File: src/rtl/u41_pkg.sv
// u41_pkg: shared definitions for the 4-input permutation normalisers.
// Latency: n/a (types, constants and an elaboration-time helper only).
// Backpressure: n/a.
//
// Contents:
//   TT_W, CODE_W  truth-table and permutation-code widths
//   N_PERMS       number of input permutations of a 4-input function
//   PERM_TABLE    permutation codes {p3,p2,p1,p0}, 2 bits each, in table order
//   state_t       sequencer states (IDLE/RUN/DONE)
//   ppc_legal()   true when a permutations-per-cycle value divides the table evenly
package u41_pkg;

  localparam int TT_W    = 16;
  localparam int CODE_W  = 8;
  localparam int N_PERMS = 24;

  // Index 0 is the identity; field p3 (code[7:6]) describes minterm-index bit 0,
  // p0 (code[1:0]) describes minterm-index bit 3. The field value names the
  // source minterm-index bit that the output bit is taken from.
  localparam logic [CODE_W-1:0] PERM_TABLE [N_PERMS] = '{
    8'h1B, 8'h1E, 8'h27, 8'h36, 8'h2D, 8'h39,   // 0123 0132 0213 0312 0231 0321
    8'h4B, 8'h4E, 8'h87, 8'hC6, 8'h8D, 8'hC9,   // 1023 1032 2013 3012 2031 3021
    8'h63, 8'h72, 8'h93, 8'hD2, 8'hB1, 8'hE1,   // 1203 1302 2103 3102 2301 3201
    8'h6C, 8'h78, 8'h9C, 8'hD8, 8'hB4, 8'hE4    // 1230 1320 2130 3120 2310 3210
  };

  typedef enum logic [1:0] {
    IDLE = 2'd0,
    RUN  = 2'd1,
    DONE = 2'd2
  } state_t;

  // Every divisor of 24 is a legal evaluator count; anything else is not.
  function automatic bit ppc_legal(int p);
    return (p >= 1) && (p <= N_PERMS) && ((N_PERMS % p) == 0);
  endfunction

endpackage

File: src/rtl/u41_perm_apply.sv
// u41_perm_apply: applies one input permutation to a 4-input truth table.
// Latency: combinational.
// Backpressure: none (pure function of its inputs).
//
// Ports:
//   func   in  16  truth table, bit15 = minterm 0 ... bit0 = minterm 15
//   perm   in  8   permutation code {p3,p2,p1,p0}
//   pfunc  out 16  permuted truth table
module u41_perm_apply
  import u41_pkg::*;
(
  input  logic [TT_W-1:0]   func,
  input  logic [CODE_W-1:0] perm,
  output logic [TT_W-1:0]   pfunc
);

  // mo: output minterm index, mi: input minterm index it is fetched from.
  logic [3:0] mo;
  logic [3:0] mi;

  // For every output minterm, bit j of its index is written to bit p(j) of the
  // source index. Minterm m lives at vector bit 15-m, which is ~m in 4 bits.
  always_comb begin
    pfunc = '0;
    mo    = '0;
    mi    = '0;
    for (int m = 0; m < 16; m++) begin
      mo = 4'(m);
      mi = '0;
      for (int j = 0; j < 4; j++) begin
        mi[perm[2*(3-j) +: 2]] = mo[j];
      end
      pfunc[~mo] = func[~mi];
    end
  end

endmodule

File: src/rtl/u41_norm_seq.sv
// u41_norm_seq: sequenced permutation normaliser, smallest permuted table + its code.
// Latency: out_valid rises N_STEPS = 24/PERMS_PER_CYCLE cycles after the accepting edge.
// Backpressure: single request in flight; in_ready stays low until the result is taken.
//
// Ports:
//   clk, rst_n            clock (rising edge), asynchronous active-low reset
//   in_valid/in_ready     request handshake; in_ready = state IDLE
//   in_func   [15:0]      truth table to normalise, latched on accept
//   out_valid/out_ready   result handshake; result held while stalled
//   out_norm  [15:0]      minimal permuted truth table
//   out_perm  [7:0]       permutation code producing out_norm (lowest index on ties)
//   busy                  high in RUN or DONE
module u41_norm_seq
  import u41_pkg::*;
#(
  parameter int PERMS_PER_CYCLE = 1
) (
  input  logic              clk,
  input  logic              rst_n,
  input  logic              in_valid,
  output logic              in_ready,
  input  logic [TT_W-1:0]   in_func,
  output logic              out_valid,
  input  logic              out_ready,
  output logic [TT_W-1:0]   out_norm,
  output logic [CODE_W-1:0] out_perm,
  output logic              busy
);

  localparam int P       = PERMS_PER_CYCLE;
  localparam int N_STEPS = N_PERMS / P;
  localparam int CW      = (N_STEPS > 1) ? $clog2(N_STEPS) : 1;
  localparam int IW      = $clog2(N_PERMS);
  // Reduction tree is padded to a power of two; padding leaves are never valid.
  localparam int LV      = (P > 1) ? $clog2(P) : 0;
  localparam int NL      = 1 << LV;
  localparam logic [CW-1:0] LAST_STEP = CW'(N_STEPS - 1);

  if (!ppc_legal(PERMS_PER_CYCLE)) begin : g_bad_ppc
    $error("u41_norm_seq: PERMS_PER_CYCLE must divide 24");
  end

  // ---------------------------------------------------------------------------
  // State and datapath registers
  // ---------------------------------------------------------------------------
  state_t            state_q;
  state_t            state_d;
  logic [CW-1:0]     cnt_q;
  logic [TT_W-1:0]   func_q;
  logic [TT_W-1:0]   best_norm_q;
  logic [CODE_W-1:0] best_perm_q;

  logic              accept;
  logic [TT_W-1:0]   red_norm;
  logic [CODE_W-1:0] red_code;

  assign accept = in_valid && in_ready;

  // ---------------------------------------------------------------------------
  // FSM: state register
  // ---------------------------------------------------------------------------
  always_ff @(posedge clk or negedge rst_n) begin
    if (!rst_n) begin
      state_q <= IDLE;
    end else begin
      state_q <= state_d;
    end
  end

  // ---------------------------------------------------------------------------
  // FSM: next state
  // ---------------------------------------------------------------------------
  always_comb begin
    state_d = state_q;
    case (state_q)
      IDLE:    if (in_valid)              state_d = RUN;
      RUN:     if (cnt_q == LAST_STEP)    state_d = DONE;
      DONE:    if (out_ready)             state_d = IDLE;
      default:                            state_d = IDLE;
    endcase
  end

  // ---------------------------------------------------------------------------
  // FSM: outputs
  // ---------------------------------------------------------------------------
  always_comb begin
    in_ready  = (state_q == IDLE);
    out_valid = (state_q == DONE);
    busy      = (state_q != IDLE);
  end

  assign out_norm = best_norm_q;
  assign out_perm = best_perm_q;

  // ---------------------------------------------------------------------------
  // Permutation evaluators: lane j handles table entry cnt*P + j
  // ---------------------------------------------------------------------------
  logic [TT_W-1:0]   cand_norm [NL];
  logic [CODE_W-1:0] cand_code [NL];

  for (genvar j = 0; j < NL; j++) begin : g_lane
    if (j < P) begin : g_eval
      logic [IW-1:0] idx;
      assign idx          = IW'(int'(cnt_q) * P + j);
      assign cand_code[j] = PERM_TABLE[idx];
      u41_perm_apply u_apply (
        .func  (func_q),
        .perm  (cand_code[j]),
        .pfunc (cand_norm[j])
      );
    end else begin : g_pad
      assign cand_norm[j] = '0;
      assign cand_code[j] = '0;
    end
  end

  // ---------------------------------------------------------------------------
  // Tie-aware min tree. Node i combines children 2i (lower indices) and 2i+1;
  // the right child only wins when strictly smaller, so equal minima resolve
  // to the lowest table index within the step.
  // ---------------------------------------------------------------------------
  logic [TT_W-1:0]   t_norm [2*NL];
  logic [CODE_W-1:0] t_code [2*NL];
  logic              t_vld  [2*NL];

  always_comb begin
    for (int i = 0; i < 2*NL; i++) begin
      t_norm[i] = '0;
      t_code[i] = '0;
      t_vld[i]  = 1'b0;
    end
    for (int j = 0; j < NL; j++) begin
      t_norm[NL+j] = cand_norm[j];
      t_code[NL+j] = cand_code[j];
      t_vld[NL+j]  = (j < P);
    end
    for (int i = NL - 1; i >= 1; i--) begin
      if (t_vld[2*i+1] && (!t_vld[2*i] || (t_norm[2*i+1] < t_norm[2*i]))) begin
        t_norm[i] = t_norm[2*i+1];
        t_code[i] = t_code[2*i+1];
      end else begin
        t_norm[i] = t_norm[2*i];
        t_code[i] = t_code[2*i];
      end
      t_vld[i] = t_vld[2*i] | t_vld[2*i+1];
    end
  end

  assign red_norm = t_norm[1];
  assign red_code = t_code[1];

  // ---------------------------------------------------------------------------
  // Datapath: latched request, step counter, running best
  // ---------------------------------------------------------------------------
  always_ff @(posedge clk or negedge rst_n) begin
    if (!rst_n) begin
      func_q      <= '0;
      cnt_q       <= '0;
      best_norm_q <= '0;
      best_perm_q <= '0;
    end else if (accept) begin
      func_q <= in_func;
      cnt_q  <= '0;
    end else if (state_q == RUN) begin
      // Step 0 seeds the accumulator; later steps replace only on strictly
      // smaller, so earlier (lower-index) steps keep ties.
      if ((cnt_q == '0) || (red_norm < best_norm_q)) begin
        best_norm_q <= red_norm;
        best_perm_q <= red_code;
      end
      // Counter stops at the last step rather than wrapping.
      if (cnt_q != LAST_STEP) begin
        cnt_q <= cnt_q + 1'b1;
      end
    end
  end

endmodule
File: config.mk
export PLATFORM = sky130hd
export DESIGN_NAME = u41_norm_seq
export DESIGN_NICKNAME = d
export VERILOG_FILES = /design/src/rtl/u41_pkg.sv /design/src/rtl/u41_perm_apply.sv /design/src/rtl/u41_norm_seq.sv
export SDC_FILE = /design/constraint.sdc
export NUM_CORES = 1
export LEC_CHECK = 0
export CAP_MARGIN = 20
export CORE_MARGIN = 10
export CORE_UTILIZATION = 41
export CTS_CLUSTER_SIZE = 24
export DETAILED_ROUTE_END_ITERATION = 12
export GPL_TIMING_DRIVEN = 1
export PLACE_DENSITY = 0.71
export SYNTH_ARGS = -nofsm -noshare
export SYNTH_HDL_FRONTEND = slang
export SYNTH_SLANG_ARGS = --single-unit
File: constraint.sdc
create_clock -name clk -period 4.7 [get_ports clk]
set_input_delay 0.47 -clock clk [delete_from_list [all_inputs] [get_ports clk]]
set_output_delay 0.47 -clock clk [all_outputs]
set_load 0.1 [all_outputs]
=== Word level (Yosys, flattened, before mapping) ===
Memories as Yosys holds them, arrays and structs flattened.
Index checks and enable logic that the tools add are counted.

* Add/sub/neg operators: 1
* $lt $le $gt $ge: 25
* Equal/unequal tests: 7
* Muxes and demuxes: 47
* Bitwise operators: 41
* Reductions and logical operators: 14

{| class="wikitable"
|+ Operators by type and width
! cell !! count
|-
| less-than comparator 4 x 5 -> 1 bit (second input constant) || 15
|-
| NOT 4 bit || 17
|-
| binary-select mux 1 bit (select 4 bit) || 15
|-
| bitwise AND 4 bit || 11
|-
| OR 4 bit || 11
|-
| 2-to-1 mux 1 bit || 19
|-
| less-than comparator 16 bit || 1
|-
| 2-to-1 mux 8 bit || 2
|-
| 2-to-1 mux 5 bit || 3
|-
| less-than comparator 2 x 3 -> 1 bit (second input constant) || 4
|-
| demux 1 bit (select 2 bit) || 4
|-
| greater-or-equal comparator 2 x 1 -> 1 bit (second input constant) || 4
|-
| greater-or-equal comparator 6 bit (second input constant) || 1
|-
| 2-to-1 mux 2 bit || 3
|-
| NOT 5 -> 6 bit || 1
|-
| one-hot mux 2 bit (3 select lines) || 1
|-
| AND reduction 3 bit || 2
|-
| nonzero test 2 bit || 3
|-
| adder 5 x 1 -> 5 bit (second input constant) || 1
|-
| equality test 5 bit (second input constant) || 1
|-
| logical AND 1 bit || 5
|-
| logical NOT 5 bit || 1
|-
| != test 5 bit (second input constant) || 1
|-
| != test 2 bit (second input constant) || 2
|-
| 7 further kinds || 7
|}

* Register bits after elaboration: 47
* ROM bits: 256
* Input port bits: 20
* Output and inout port bits: 27
* Word-level logic and storage cells: 141
* Memories: 1

{| class="wikitable"
|+ Memory list
! memory !! depth !! bits a word !! read ports !! clocked after Yosys merged registers in !! write ports !! line !! source
|-
| (no name shown) || 32 || 8 || 1 || 0 || 0 || u41_norm_seq.sv:105 || <nowiki>assign cand_code[j] = PERM_TABLE[idx];</nowiki>
|}

=== Logic depth before layout (Yosys ltp) ===
* Word-level depth: 18
* Depth in mapped cells: 25
* Depth with buffers taken out: 22

=== By module ===
From an unflattened synthesis, not the netlist that was laid out.

* Cells, all modules: 604
* Area total of the unflattened synthesis: 5,434.0 sq um

{| class="wikitable"
|+ Modules (own cells, without submodules)
! module !! times used !! cells each !! area each (sq um) !! seq. area each (sq um)
|-
| u41_norm_seq || 1 || 228 || 2,756.4 || 1,176.1
|-
| u41_perm_apply || 1 || 376 || 2,677.6 || 0.0
|}

=== Least setup slack after synthesis ===
OpenSTA, ideal clock, no wires.

* Path type: register to register
* Start point: register cnt_q[2]
* End point: register best_norm_q[0] (netlist: out_norm[0])
* Setup time: 0.126 ns
* Data arrival time: 4.848 ns
* Required time: 4.574 ns
* Setup slack: -0.275 ns
* Cell stages (with the launch flop): 25
* Buffers on the path: 3
* Period minus slack after synthesis: 4.975 ns
* Cell sequence: dfrtp_1 -> buf_6 -> inv_4 -> ha_1 -> mux2i_1 -> mux2i_2 -> a211oi_1 -> nor2_1 -> o21a_1 -> buf_2 -> mux2i_1 -> mux2i_1 -> mux2i_1 -> mux2i_1 -> ha_1 -> a21o_1 -> a21o_1 -> a21o_1 -> a21oi_1 -> o211ai_1 -> nor4_1 -> a31oi_4 -> nand2_2 -> buf_6 -> mux2_4

{| class="wikitable"
|+ RTL lines
! item !! line !! source
|-
| start, declared || u41_norm_seq.sv:48 || <nowiki>logic [CW-1:0] cnt_q;</nowiki>
|-
| start signal, assigned || u41_norm_seq.sv:173 || <nowiki>cnt_q <= cnt_q + 1'b1;</nowiki>
|-
| end signal, assigned || u41_norm_seq.sv:168 || <nowiki>best_norm_q <= red_norm;</nowiki>
|-
| end, declared || u41_norm_seq.sv:50 || <nowiki>logic [TT_W-1:0] best_norm_q;</nowiki>
|}

==> flow_metrics.py <==
metrics = {
    "clock_network": {
        "clock-root-buffer": "clkbuf_16",
        "clk_path_buf_depth": 2,
        "path_clk_slew_ns": 0.07,
        "cts_tree": "built",
        "numClockSinks": 47,
        "clk_latency_ns": 0.30,
        "cts_max_level": 2,
        "holdBufCountCts": 0,
        "cts_buffers": 5,
    },
    "grt": {
        "use_met3": 0.0392,
        "grt_use_met2": 0.348,
        "grt_pass1_vias": 5660,
        "grt_use_total": 0.212,
        "grt_use_met1": 0.261,
        "grt-ovfl-total": 0,
        "grt_pass1_wl_um": 30700,
        "antenna_found_initial": 0,
        "grt.busiest_layer": "met2",
        "grt_max_degree": 48,
    },
    "synth": {
        "ys.flop_type": "dfrtp_1",
        "synth_edf_count": 0,
        "ys_seq_area_frac": 0.219,
        "yosys.area.top_type": "mux2i_1",
        "yosys_register_bits": 47,
        "synth_nets": 618,
        "synthArstFlopShare": 1.00,
        "synth.distinct_cells": 65,
        "syn_avg_cell_area_um2": 9.40,
        "netlist_instances": 570,
        "synth.area.top_cells": "mux2i_1, dfrtp_1, ha_1",
        "ys_top_cells_by_count": "mux2i_1, dfrtp_1, nand2_1",
        "synth_most_common_cell": "mux2i_1",
        "yosysTopAreaCellShare": 0.276,
        "syn_area_mm2": 0.00536,
        "yosys_warnings": 0,
    },
    "setup_path": {
        "slowest_delay_ns": 0.46,
        "critPathArrivalTime_ns": 5.06,
        "worstPathMaxFanout": 8,
        "crit_type": "reg2reg",
        "cp_common_cell": "buf_4",
        "crit_path_end_kind": "flop",
        "cp_data_required_time_ns": 4.88,
        "start_kind": "flop",
        "slowest_stage": "dfrtp_2",
    },
    "place": {
        "dpl_cell_area_mm2": 0.00726,
        "pre_cts_slack_ns": -0.426,
        "place_hpwl_um": 14600,
        "io_buffers": 46,
        "gp_congestion": 0.967,
    },
    "status": {
        "violations": "setup timing",
        "status": "finished, violations left",
    },
    "final_layout": {
        "drive_gt1_frac": 0.412,
        "n_antenna_cell": 0,
        "stdcell_area_mm2": 0.00792,
        "final_core_util": 0.623,
        "nNetsFinal": 814,
        "area_growth_pct": 47.8,
    },
    "timing": {
        "rsz0062_at_grt": "true",
        "clock.fmax_mhz": 205,
        "setup_viol": 23,
        "period_share": 1.04,
        "max_slew_margin": 0.325,
        "hold_viol": 0,
        "clock_skew_ns": 0.00908,
        "worstMarginPinSlew_ns": 1.01,
        "fin_ws_ns": -0.180,
        "drv_slew": 0,
        "timing.final.crit_period_ns": 4.88,
        "tns_ns": -3.61,
    },
    "floorplan": {
        "initial_core_util": 0.421,
        "rows": 41,
        "die_h_um": 134,
        "core-area_mm2": 0.0127,
        "die_width_um": 134,
        "ios": 47,
        "die-area_mm2": 0.0180,
    },
    "drt": {
        "drcViolationCount": 0,
        "first_iter_violations": 422,
        "drt_wl_total_um": 19400,
        "vias_per_cell": 5.71,
        "via_count": 5357,
        "wl_per_cell_um": 20.6,
        "postRouteAntennaNets": 0,
        "first_pass_iters": 5,
    },
    "worst_hold_path": {
        "hold_path.class": "in2async",
    },
    "run": {
        "cap_viol_max_count": 0,
    },
}
layout make-up:
class | instances | area, um^2
inverter | 20 | 82.6
multi-input combinational | 471 | 4330
tap | 172 | 215
fill | 1094 | 4800
clock inverter | 2 | 35.0
sequential | 47 | 1180
timing repair buffer | 221 | 1940
clock buffer | 6 | 139
path summary, 6_finish.rpt:
| path | from | to | slack (ns) | depth (start not counted) |
|---|---|---|---|---|
| worst max-delay path | cnt_q[1] | out_perm[2] | -0.18 | 27 |
| worst min-delay path | rst_n | out_norm[5] | 0.08 | 1 |
| worst max register to register | cnt_q[1] | out_perm[2] | -0.18 | 27 |
| worst min register to register | out_perm[0] | out_perm[0] | 0.51 | 1 |
| max in group asynchronous | rst_n | cnt_q[2] | 4.11 | 2 |
| min in group clk | out_perm[0] | out_perm[0] | 0.51 | 1 |
timing repair:
action | in CTS | in global routing
hold endpoints to repair | 0 | 0
gates cloned | 1 | 0
pin swaps | 33 | 0
setup endpoints to repair | 24 | 24
buffers inserted | 18 | 4
resized for setup | 59 | 7
sequential cells by signal, indices dropped and copies added, names as in the netlist:
register  flops
out_perm      8
out_norm     16
state_q       2
cnt_q         5
func_q       16
cells by family (layout without fill, tap and decap cells):
family                     Yosys count  in the layout  synth area share
buffers and inverters               52            249            0.0458
adders and majority gates           28             28            0.0654
muxes                              193            193             0.388
AOI/OAI and AO/OA                  104            104             0.147
DFF                                 47             47             0.219
and+or+nand+nor                    143            143             0.130
xor gates and xnor gates             3              3           0.00490
through the flow:
| step | cells | hold WS, ns |
|---|---|---|
| finish | 939 | 0.0769 |
| CTS | 934 | 0.414 |
| detailed placement | 909 | 0.499 |
| global placement | 909 | 0.502 |
| floorplan | 570 | 0.174 |
| global route | 939 | 0.0923 |
routing by layer:
metal	vias up	wire, um
li1	2497	-
met1	2631	8360
met2	173	9110
met3	56	1070
met4	0	827
met5	-	0
cell usage in the layout (no fill, tap or decap), drive strengths merged, types with 11 or more instances in the layout:
cell           instances
a21oi                 20
o21ai                 26
nor2                  38
buf                  176
nand2b                11
ha                    28
mux2i                149
nor2b                 11
a211oi                18
dfrtp                 47
nand2                 44
inv                   20
clkdlybuf4s50         45
mux2                  43
worst max-delay path, delay by kind of cell (launching register included):
family                     cells  cell delay (ns)
muxes                          5             0.91
and+or+nand+nor                5             0.91
adders and majority gates      2             0.34
buffers and inverters          7             1.08
AOI/OAI and AO/OA              8             1.07
DFF                            1             0.46
Power is left out: the tool's default activity adds up to more than one toggle a clock period on the data nets, which glitch-free logic cannot reach.
